<file path="config.mk">
export PLATFORM = sky130hd
export DESIGN_NAME = branch_redirect_ctrl_flat
export DESIGN_NICKNAME = d
export VERILOG_FILES = /design/src/rtl/branch_redirect_ctrl_pkg.sv /design/src/rtl/branch_redirect_ctrl_if.sv /design/src/rtl/branch_redirect_ctrl_target.sv /design/src/rtl/branch_redirect_ctrl.sv /design/src/flat_wrapper.sv
export SDC_FILE = /design/constraint.sdc
export NUM_CORES = 1
export LEC_CHECK = 0
export CORE_MARGIN = 2
export CORE_UTILIZATION = 42
export CTS_CLUSTER_SIZE = 25
export DETAILED_ROUTE_END_ITERATION = 8
export PLACE_DENSITY = 0.75
export SYNTH_ARGS = -nofsm -noshare
export SYNTH_HDL_FRONTEND = slang
export SYNTH_SLANG_ARGS = --single-unit
</file>
<file path="constraint.sdc">
create_clock -name clk -period 2.1 [get_ports clk]
set_input_delay 0.42 -clock clk [delete_from_list [all_inputs] [get_ports clk]]
set_output_delay 0.42 -clock clk [all_outputs]
set_load 0.005 [all_outputs]
</file>
<file path="src/rtl/branch_redirect_ctrl_pkg.sv">
// Shared control-transfer definitions for the EX-stage redirect logic.
// Opcode/funct3 encodings and the redirect FSM state type.
package riscv_ctrl_pkg;

    localparam logic [4:0] OP_BRANCH = 5'b11000;
    localparam logic [4:0] OP_JAL    = 5'b11011;
    localparam logic [4:0] OP_JALR   = 5'b11001;

    localparam logic [2:0] F3_BEQ  = 3'b000;
    localparam logic [2:0] F3_BNE  = 3'b001;
    localparam logic [2:0] F3_BLT  = 3'b100;
    localparam logic [2:0] F3_BGE  = 3'b101;
    localparam logic [2:0] F3_BLTU = 3'b110;
    localparam logic [2:0] F3_BGEU = 3'b111;

    typedef enum logic {
        IDLE,
        REDIR
    } redir_state_e;

    function automatic logic is_ctl_op(input logic [4:0] op);
        return (op == OP_BRANCH) || (op == OP_JAL) || (op == OP_JALR);
    endfunction

endpackage

</file>
<file path="src/rtl/branch_redirect_ctrl_if.sv">
// EX-stage control-transfer bundle: resolved instruction in, redirect/trap/stats out.
// master = pipeline/fetch side driving EX operands; slave = redirect controller.
interface branch_redirect_ctrl_if #(
    parameter int unsigned XLEN  = 32,
    parameter int unsigned CNT_W = 32
);
    logic             ex_valid;
    logic [4:0]       ex_opcode;
    logic [2:0]       ex_f3;
    logic [XLEN-1:0]  ex_pc;
    logic [XLEN-1:0]  ex_imm;
    logic [XLEN-1:0]  ex_rs1;
    logic             cmp;
    logic             fetch_ready;
    logic             flush;
    logic             ex_stall;
    logic             redirect_valid;
    logic [XLEN-1:0]  redirect_pc;
    logic             trap_valid;
    logic [XLEN-1:0]  trap_pc;
    logic [CNT_W-1:0] br_count;
    logic [CNT_W-1:0] taken_count;

    modport master (
        output ex_valid, ex_opcode, ex_f3, ex_pc, ex_imm, ex_rs1, cmp, fetch_ready,
        input  flush, ex_stall, redirect_valid, redirect_pc, trap_valid, trap_pc,
               br_count, taken_count
    );

    modport slave (
        input  ex_valid, ex_opcode, ex_f3, ex_pc, ex_imm, ex_rs1, cmp, fetch_ready,
        output flush, ex_stall, redirect_valid, redirect_pc, trap_valid, trap_pc,
               br_count, taken_count
    );

endinterface

</file>
<file path="src/rtl/branch_redirect_ctrl_target.sv">
// Control-transfer target computation: PC- or rs1-relative sum, JALR LSB clear,
// and word-misalignment flag (no compressed instructions).
module branch_target
    import riscv_ctrl_pkg::*;
#(
    parameter int unsigned XLEN = 32
) (
    input  logic [4:0]      opcode,
    input  logic [XLEN-1:0] pc,
    input  logic [XLEN-1:0] imm,
    input  logic [XLEN-1:0] rs1,
    output logic [XLEN-1:0] target,
    output logic            misaligned
);

    logic            is_jalr;
    logic [XLEN-1:0] sum;

    always_comb begin
        is_jalr    = (opcode == OP_JALR);
        sum        = (is_jalr ? rs1 : pc) + imm;
        target     = is_jalr ? {sum[XLEN-1:1], 1'b0} : sum;
        misaligned = target[1];
    end

endmodule

</file>
<file path="src/rtl/branch_redirect_ctrl.sv">
// EX-stage redirect controller: flushes the wrong path, holds a redirect until fetch
// accepts it, raises misaligned-target traps and counts control instructions.
module branch_redirect_ctrl
    import riscv_ctrl_pkg::*;
#(
    parameter int unsigned XLEN  = 32,
    parameter int unsigned CNT_W = 32
) (
    input  logic                 clk,
    input  logic                 rst_n,
    branch_redirect_ctrl_if.slave bus
);

    redir_state_e    state, state_nxt;
    logic [XLEN-1:0] target;
    logic            misaligned;
    logic            accept;
    logic            ctl_op;
    logic            take;

    branch_target #(
        .XLEN(XLEN)
    ) u_target (
        .opcode     (bus.ex_opcode),
        .pc         (bus.ex_pc),
        .imm        (bus.ex_imm),
        .rs1        (bus.ex_rs1),
        .target     (target),
        .misaligned (misaligned)
    );

    // EX is only evaluated in IDLE; while a redirect is pending the instruction is stalled.
    always_comb begin
        accept = (state == IDLE);
        ctl_op = accept & bus.ex_valid & is_ctl_op(bus.ex_opcode);
        take   = ctl_op & bus.cmp;
    end

    always_ff @(posedge clk or negedge rst_n) begin
        if (!rst_n) state <= IDLE;
        else        state <= state_nxt;
    end

    always_comb begin
        state_nxt = state;
        unique case (state)
            IDLE:    if (take && !misaligned) state_nxt = REDIR;
            REDIR:   if (bus.fetch_ready)     state_nxt = IDLE;
            default: state_nxt = IDLE;
        endcase
    end

    always_comb begin
        bus.flush          = rst_n & take;
        bus.ex_stall       = rst_n & (state == REDIR) & bus.ex_valid;
        bus.redirect_valid = (state == REDIR);
    end

    always_ff @(posedge clk or negedge rst_n) begin
        if (!rst_n) begin
            bus.redirect_pc <= '0;
            bus.trap_valid  <= 1'b0;
            bus.trap_pc     <= '0;
            bus.br_count    <= '0;
            bus.taken_count <= '0;
        end else begin
            bus.trap_valid <= take & misaligned;
            if (take && !misaligned) bus.redirect_pc <= target;
            if (take && misaligned)  bus.trap_pc     <= bus.ex_pc;
            if (ctl_op)              bus.br_count    <= bus.br_count + 1'b1;
            if (take)                bus.taken_count <= bus.taken_count + 1'b1;
        end
    end

endmodule

</file>
<file path="src/flat_wrapper.sv">
// flat-port wrapper written by rule: the top's interface ports become plain ports
module branch_redirect_ctrl_flat import riscv_ctrl_pkg::*;
#(
    parameter int unsigned XLEN  = 32,
    parameter int unsigned CNT_W = 32
)
  (clk, rst_n, bus_ex_valid, bus_ex_opcode, bus_ex_f3, bus_ex_pc, bus_ex_imm, bus_ex_rs1, bus_cmp, bus_fetch_ready, bus_flush, bus_ex_stall, bus_redirect_valid, bus_redirect_pc, bus_trap_valid, bus_trap_pc, bus_br_count, bus_taken_count);
  branch_redirect_ctrl_if #(.XLEN(XLEN), .CNT_W(CNT_W)) bus_i ();
  input  logic clk;
  input  logic rst_n;
  input wire logic [$bits(bus_i.ex_valid)-1:0] bus_ex_valid;
  input wire logic [$bits(bus_i.ex_opcode)-1:0] bus_ex_opcode;
  input wire logic [$bits(bus_i.ex_f3)-1:0] bus_ex_f3;
  input wire logic [$bits(bus_i.ex_pc)-1:0] bus_ex_pc;
  input wire logic [$bits(bus_i.ex_imm)-1:0] bus_ex_imm;
  input wire logic [$bits(bus_i.ex_rs1)-1:0] bus_ex_rs1;
  input wire logic [$bits(bus_i.cmp)-1:0] bus_cmp;
  input wire logic [$bits(bus_i.fetch_ready)-1:0] bus_fetch_ready;
  output wire logic [$bits(bus_i.flush)-1:0] bus_flush;
  output wire logic [$bits(bus_i.ex_stall)-1:0] bus_ex_stall;
  output wire logic [$bits(bus_i.redirect_valid)-1:0] bus_redirect_valid;
  output wire logic [$bits(bus_i.redirect_pc)-1:0] bus_redirect_pc;
  output wire logic [$bits(bus_i.trap_valid)-1:0] bus_trap_valid;
  output wire logic [$bits(bus_i.trap_pc)-1:0] bus_trap_pc;
  output wire logic [$bits(bus_i.br_count)-1:0] bus_br_count;
  output wire logic [$bits(bus_i.taken_count)-1:0] bus_taken_count;
  assign bus_i.ex_valid = bus_ex_valid;
  assign bus_i.ex_opcode = bus_ex_opcode;
  assign bus_i.ex_f3 = bus_ex_f3;
  assign bus_i.ex_pc = bus_ex_pc;
  assign bus_i.ex_imm = bus_ex_imm;
  assign bus_i.ex_rs1 = bus_ex_rs1;
  assign bus_i.cmp = bus_cmp;
  assign bus_i.fetch_ready = bus_fetch_ready;
  assign bus_flush = bus_i.flush;
  assign bus_ex_stall = bus_i.ex_stall;
  assign bus_redirect_valid = bus_i.redirect_valid;
  assign bus_redirect_pc = bus_i.redirect_pc;
  assign bus_trap_valid = bus_i.trap_valid;
  assign bus_trap_pc = bus_i.trap_pc;
  assign bus_br_count = bus_i.br_count;
  assign bus_taken_count = bus_i.taken_count;
  branch_redirect_ctrl #(.XLEN(XLEN), .CNT_W(CNT_W)) u_core (.clk(clk), .rst_n(rst_n), .bus(bus_i));
endmodule
</file>
-- After elaboration in Yosys (flattened, before gate mapping)
Cells that the tools add are included.
- bits in latches: 0
- memory bits (read-only): 0
- memories kept: 0
- RAM bits: 0
- register bits after elaboration: 130
- input bits: 109
- divide/modulo/power cells: 0
- $add $sub $neg: 3
- eq/ne operators: 3
- mux-type cells: 5
- bitwise operators: 8
- reduce and logical (&&, ||, !) cells: 5
- multipliers: 0
- shift-type cells: 0
- order comparisons: 0
- operators by type and width (cell ; number):
    $add A32 B1 Y32 const B ; 2
    $add A32 B32 Y32 ; 1
    $mux W32 ; 1
    $eq A5 B5 Y1 const B ; 3
    $and A1 B1 Y1 ; 7
    $mux W1 ; 3
    $logic_and A1 B1 Y1 ; 2
    $logic_or A1 B1 Y1 ; 2
    $pmux W1 S2 ; 1
    $logic_not A1 Y1 ; 1
    $not A1 Y1 ; 1

-- Depth between registers and ports, before layout
- word-level depth: 8
- gate-level depth with buffers: 15
- mapped depth without buffers: 14

-- By module
From an unflattened synthesis, not the netlist that was laid out.
- cell total of the unflattened synthesis: 704
- area, all modules: 7552.2 sq um
- by module, submodules not included (module ; times used ; area an instance (sq um) ; cells each):
    branch_redirect_ctrl ; 1 ; 5401.4 ; 414
    branch_target ; 1 ; 2150.8 ; 290

-- Worst setup path before layout
No wires, ideal clock.
- path type: input to register
- from: input bus_ex_opcode[2]
- to: register u_core.bus.redirect_pc[29]
- arrival: 3.686 ns
- slack: -1.710 ns
- path buffers: 1
- cell stages on the path: 13
- cell sequence: nand3b_4 > nor3b_1 > clkbuf_1 > mux2_2 > ha_1 > a21o_1 > a31o_2 > o21ai_0 > a21oi_1 > nor3_1 > o31a_1 > nor4_1 > a211o_1
- word-level cells in the longest chain between the ends: 6
- RTL lines (item ; line ; source):
    start, declared ; flat_wrapper.sv:12 ; input wire logic [$bits(bus_i.ex_opcode)-1:0] bus_ex_opcode;
    parallel branches: the longest is 6 deep, another holds $add A32 B32 Y32 ; n/a ;
    end signal, assigned ; branch_redirect_ctrl.sv:68 ; if (take && !misaligned) bus.redirect_pc <= target;
    end, declared ; branch_redirect_ctrl_if.sv:32 ; output flush, ex_stall, redirect_valid, redirect_pc, trap_valid, trap_pc,
Several ways; the timed one is not identified.
A chain may end at the register's enable or synchronous reset.

-- Worst setup path in the final report
- from: input bus_ex_opcode[2]
- to: register u_core.bus.redirect_pc[26]
Same word-level chain as after synthesis.

==> results.toml <==
[clock_network]
numCtsBuffers = 17
path_clk_slew_ps = 60
cts_root_buffer = "clkbuf_16"
htreeDepth = 4
clockBufferDepth = 2
clock_latency_ps = 420
clock_sink_count = 130
cts_tree = "done"

[outcome]
outcome = "finished, violations left"
violations = "setup timing"

[drt]
viasPerCell = 5.456
vias = 7518
drcViolationCount = 0
drt-pass1-iter-count = 5
wl_per_cell_um = 20.12
drt_wl_total_mm = 27.73
drt_iter0_markers = 468
ant_nets = 0

[setup_path]
cp-start-kind = "input port"
path_class = "input port to flop"
arrival_ps = 3450
cp_cell_sequence = "buf_6, nand3b_4, nor3b_4, buf_12, mux2_2, ha_4, nor2b_4, o2111ai_4, a31oi_2, o211ai_1, buf_4, o41ai_4, buf_4, a21oi_2, xor2_1, o21ai_1"
worstSetupEndpointType = "flop"
cp_max_fo = 6
cp.required_ps = 2400
critPathMaxStageDelay_ps = 370
cpMostUsedCell = "buf_4"
crit_slowest_cell = "mux2_2"

[flow_run]
max_cap_viol_count = 0

[final_layout]
finish.instance_area_um2 = 13780
drive_above_1_share_pct = 40.24
multi_input_area_um2 = 5378
final_core_util_pct = 79.93
syn2layout_area_growth_pct = 87.26
nFillCells = 955
seq_area_um2 = 3253
nets = 1286
antenna-diode-count = 0

[floorplanning]
die_w_um = 136.4
die_y_um = 136.4
ios = 241
dieArea_um2 = 18590
initial_core_util_pct = 42.68
coreArea_um2 = 17240
std_cell_rows = 48

[sta]
worst_slew_pin_slew_ps = 808.0
relSlewSlack_pct = 46.13
finClkSkew_ps = 9.807
setup_violations = 109
hold_violations = 0
tns_ps = -42650
rsz0062_at_grt = "yes"
fmax_mhz = 317.8
finalCriticalPeriod_ps = 3146
postLayoutSetupSlackWorst_ps = -1046
fin_hold_ws_ps = 184.7
period_share_pct = 149.8
slew_violations = 0

[synthesis]
syn-num-nets = 863
synth_seq_area_share_pct = 44.22
synth-seq-cells = 130
syn-cell-area_um2 = 7357
syn_avg_cell_area_um2 = 10.26
yosysUniqueCellTypes = 53
synth_ff_type = "dfrtp_1"
synth_edf_count = 0
async_flop_share_pct = 100.0
yosysWarnings = 0
synth_cells = 717

[power]
leakagePower_nw = 6.119
p_per_area_nw_per_um2 = 665.7
peakVddDrop_v = 0.0006224
power_w = 0.009171

[grt]
met1_usage_pct = 32.88
antenna_found_initial = 0
grt_pass1_vias = 7411
busiest_layer = "met2"
grt_pass1_wl_mm = 38.03
grtUsageMet3_pct = 5.481
grtUsageTotal_pct = 26.32
use_met2_pct = 45.70
overflow = 0
grt_max_degree = 62

[placed_design]
io_buffer_count = 237
dpl_cell_area_um2 = 11420
dp_hpwl_mm = 16.21
gp_congestion = 0.9105

[min_path]
min_path_type = "input port to async pin"
==> cell families (layout without fill, tap and decap cells) <==
| family | after synthesis | in the layout | share of synthesized area (%) |
|---|---|---|---|
| and+or+nand+nor | 232 | 234 | 16.45 |
| adders and majority gates | 37 | 37 | 6.395 |
| AOI/OAI and AO/OA | 122 | 122 | 9.983 |
| muxes | 68 | 68 | 10.36 |
| DFF | 130 | 130 | 44.22 |
| buffers and inverters | 42 | 476 | 2.364 |
| xor gates and xnor gates | 86 | 86 | 10.24 |
==> what timing repair did <==
| action | in CTS | in global routing |
|---|---|---|
| pin swaps | 31 | 66 |
| hold buffers | 1 | 0 |
| hold endpoints to repair | 13 | 0 |
| setup endpoints to repair | 116 | 111 |
| gates cloned | 9 | 5 |
| resized for setup | 139 | 129 |
| setup buffers | 22 | 24 |
==> per-layer routing <==
layer	part of all wire (%)	up-vias
met5	0	-
met1	39	3685
met4	2.9	0
li1	-	3388
met2	51	370
met3	7.1	75
==> registers in the layout, summed over array words and instances, names as in the netlist <==
name                       flops
u_core.bus.redirect_valid      1
u_core.bus.br_count           32
u_core.bus.trap_pc            32
u_core.bus.taken_count        32
u_core.bus.redirect_pc        32
u_core.bus.trap_valid          1
==> per-stage QoR <==
stage / setup WS [ps] / std cells
2_1_floorplan: -1086 / 717
3_3_place_gp: -1810 / 1291
3_5_place_dp: -1862 / 1291
4_1_cts: -950.2 / 1352
5_1_grt: -1159 / 1378
6_report: -1046 / 1378
==> where the power goes <==
part,switching (W),leakage (nW),internal [W]
clock network,0.00122,0.278,0.00176
registers,0.000291,1.74,0.00286
logic,0.00123,4.10,0.00181
total,0.00274,6.12,0.00643
==> placed cells by master (no fill, tap or decap), types with 13 or more instances in the layout <==
master,Yosys,final
buf_4,3,140
xnor2_1,64,50
ha_1,36,14
nand2_1,98,69
buf_6,0,31
a21oi_1,33,16
ha_4,0,21
and3_1,18,13
xnor2_2,0,14
clkbuf_16,0,21
nand2_2,0,17
inv_1,18,16
xor2_1,22,20
mux2_4,0,42
nand4_1,17,17
o21ai_1,1,20
mux2_2,65,23
dfrtp_1,130,130
clkdlybuf4s50_1,0,230
==> critical path, delay by kind of cell <==
| kind | cells | cell delay (ps) |
|---|---|---|
| muxes | 1 | 370 |
| buffers and inverters | 4 | 640 |
| and+or+nand+nor | 3 | 590 |
| xor gates and xnor gates | 1 | 140 |
| adders and majority gates | 1 | 300 |
| AOI/OAI and AO/OA | 6 | 970 |
==> final timing paths <==
path | from | end | slack [ps] | cells after the start
setup / recovery | bus_ex_opcode[2] | u_core.bus.redirect_pc[26] | -1050 | 16
hold / removal | rst_n | u_core.bus.br_count[31] | 180 | 2
setup reg to reg | u_core.bus.redirect_valid | u_core.bus.br_count[28] | -130 | 9
hold reg to reg | u_core.bus.taken_count[31] | u_core.bus.taken_count[31] | 460 | 1
max in group asynchronous | rst_n | u_core.bus.br_count[28] | 1120 | 2
min in group clk | u_core.bus.taken_count[31] | u_core.bus.taken_count[31] | 460 | 1
==> Yosys cell counts, types with 7 or more instances <==
master | instances | area, um^2
a21oi_1 | 33 | 165.2
o21ai_0 | 41 | 205.2
xor2_1 | 22 | 192.7
xnor2_1 | 64 | 560.5
nand3_1 | 20 | 100.1
dfrtp_1 | 130 | 3253
nand4_1 | 17 | 106.4
inv_1 | 18 | 67.56
nand2b_1 | 7 | 43.79
nor2_1 | 27 | 101.4
ha_1 | 36 | 450.4
and2_1 | 8 | 50.05
mux2_2 | 65 | 732.0
and3_1 | 18 | 112.6
a21o_1 | 9 | 67.56
o211ai_1 | 7 | 52.55
nand2_1 | 98 | 367.9
clkbuf_1 | 16 | 60.06
==> final cells by class <==
class                           count  area share, %
Clock buffer                       18          3.115
Clock inverter                     14          1.117
Inverter                           18         0.4904
Multi-Input combinational cell    547          39.03
Sequential cell                   130          23.61
Tap cell                          225          2.043
Timing Repair Buffer              426          30.59
Note: power is estimated with default switching activity, not from simulation.
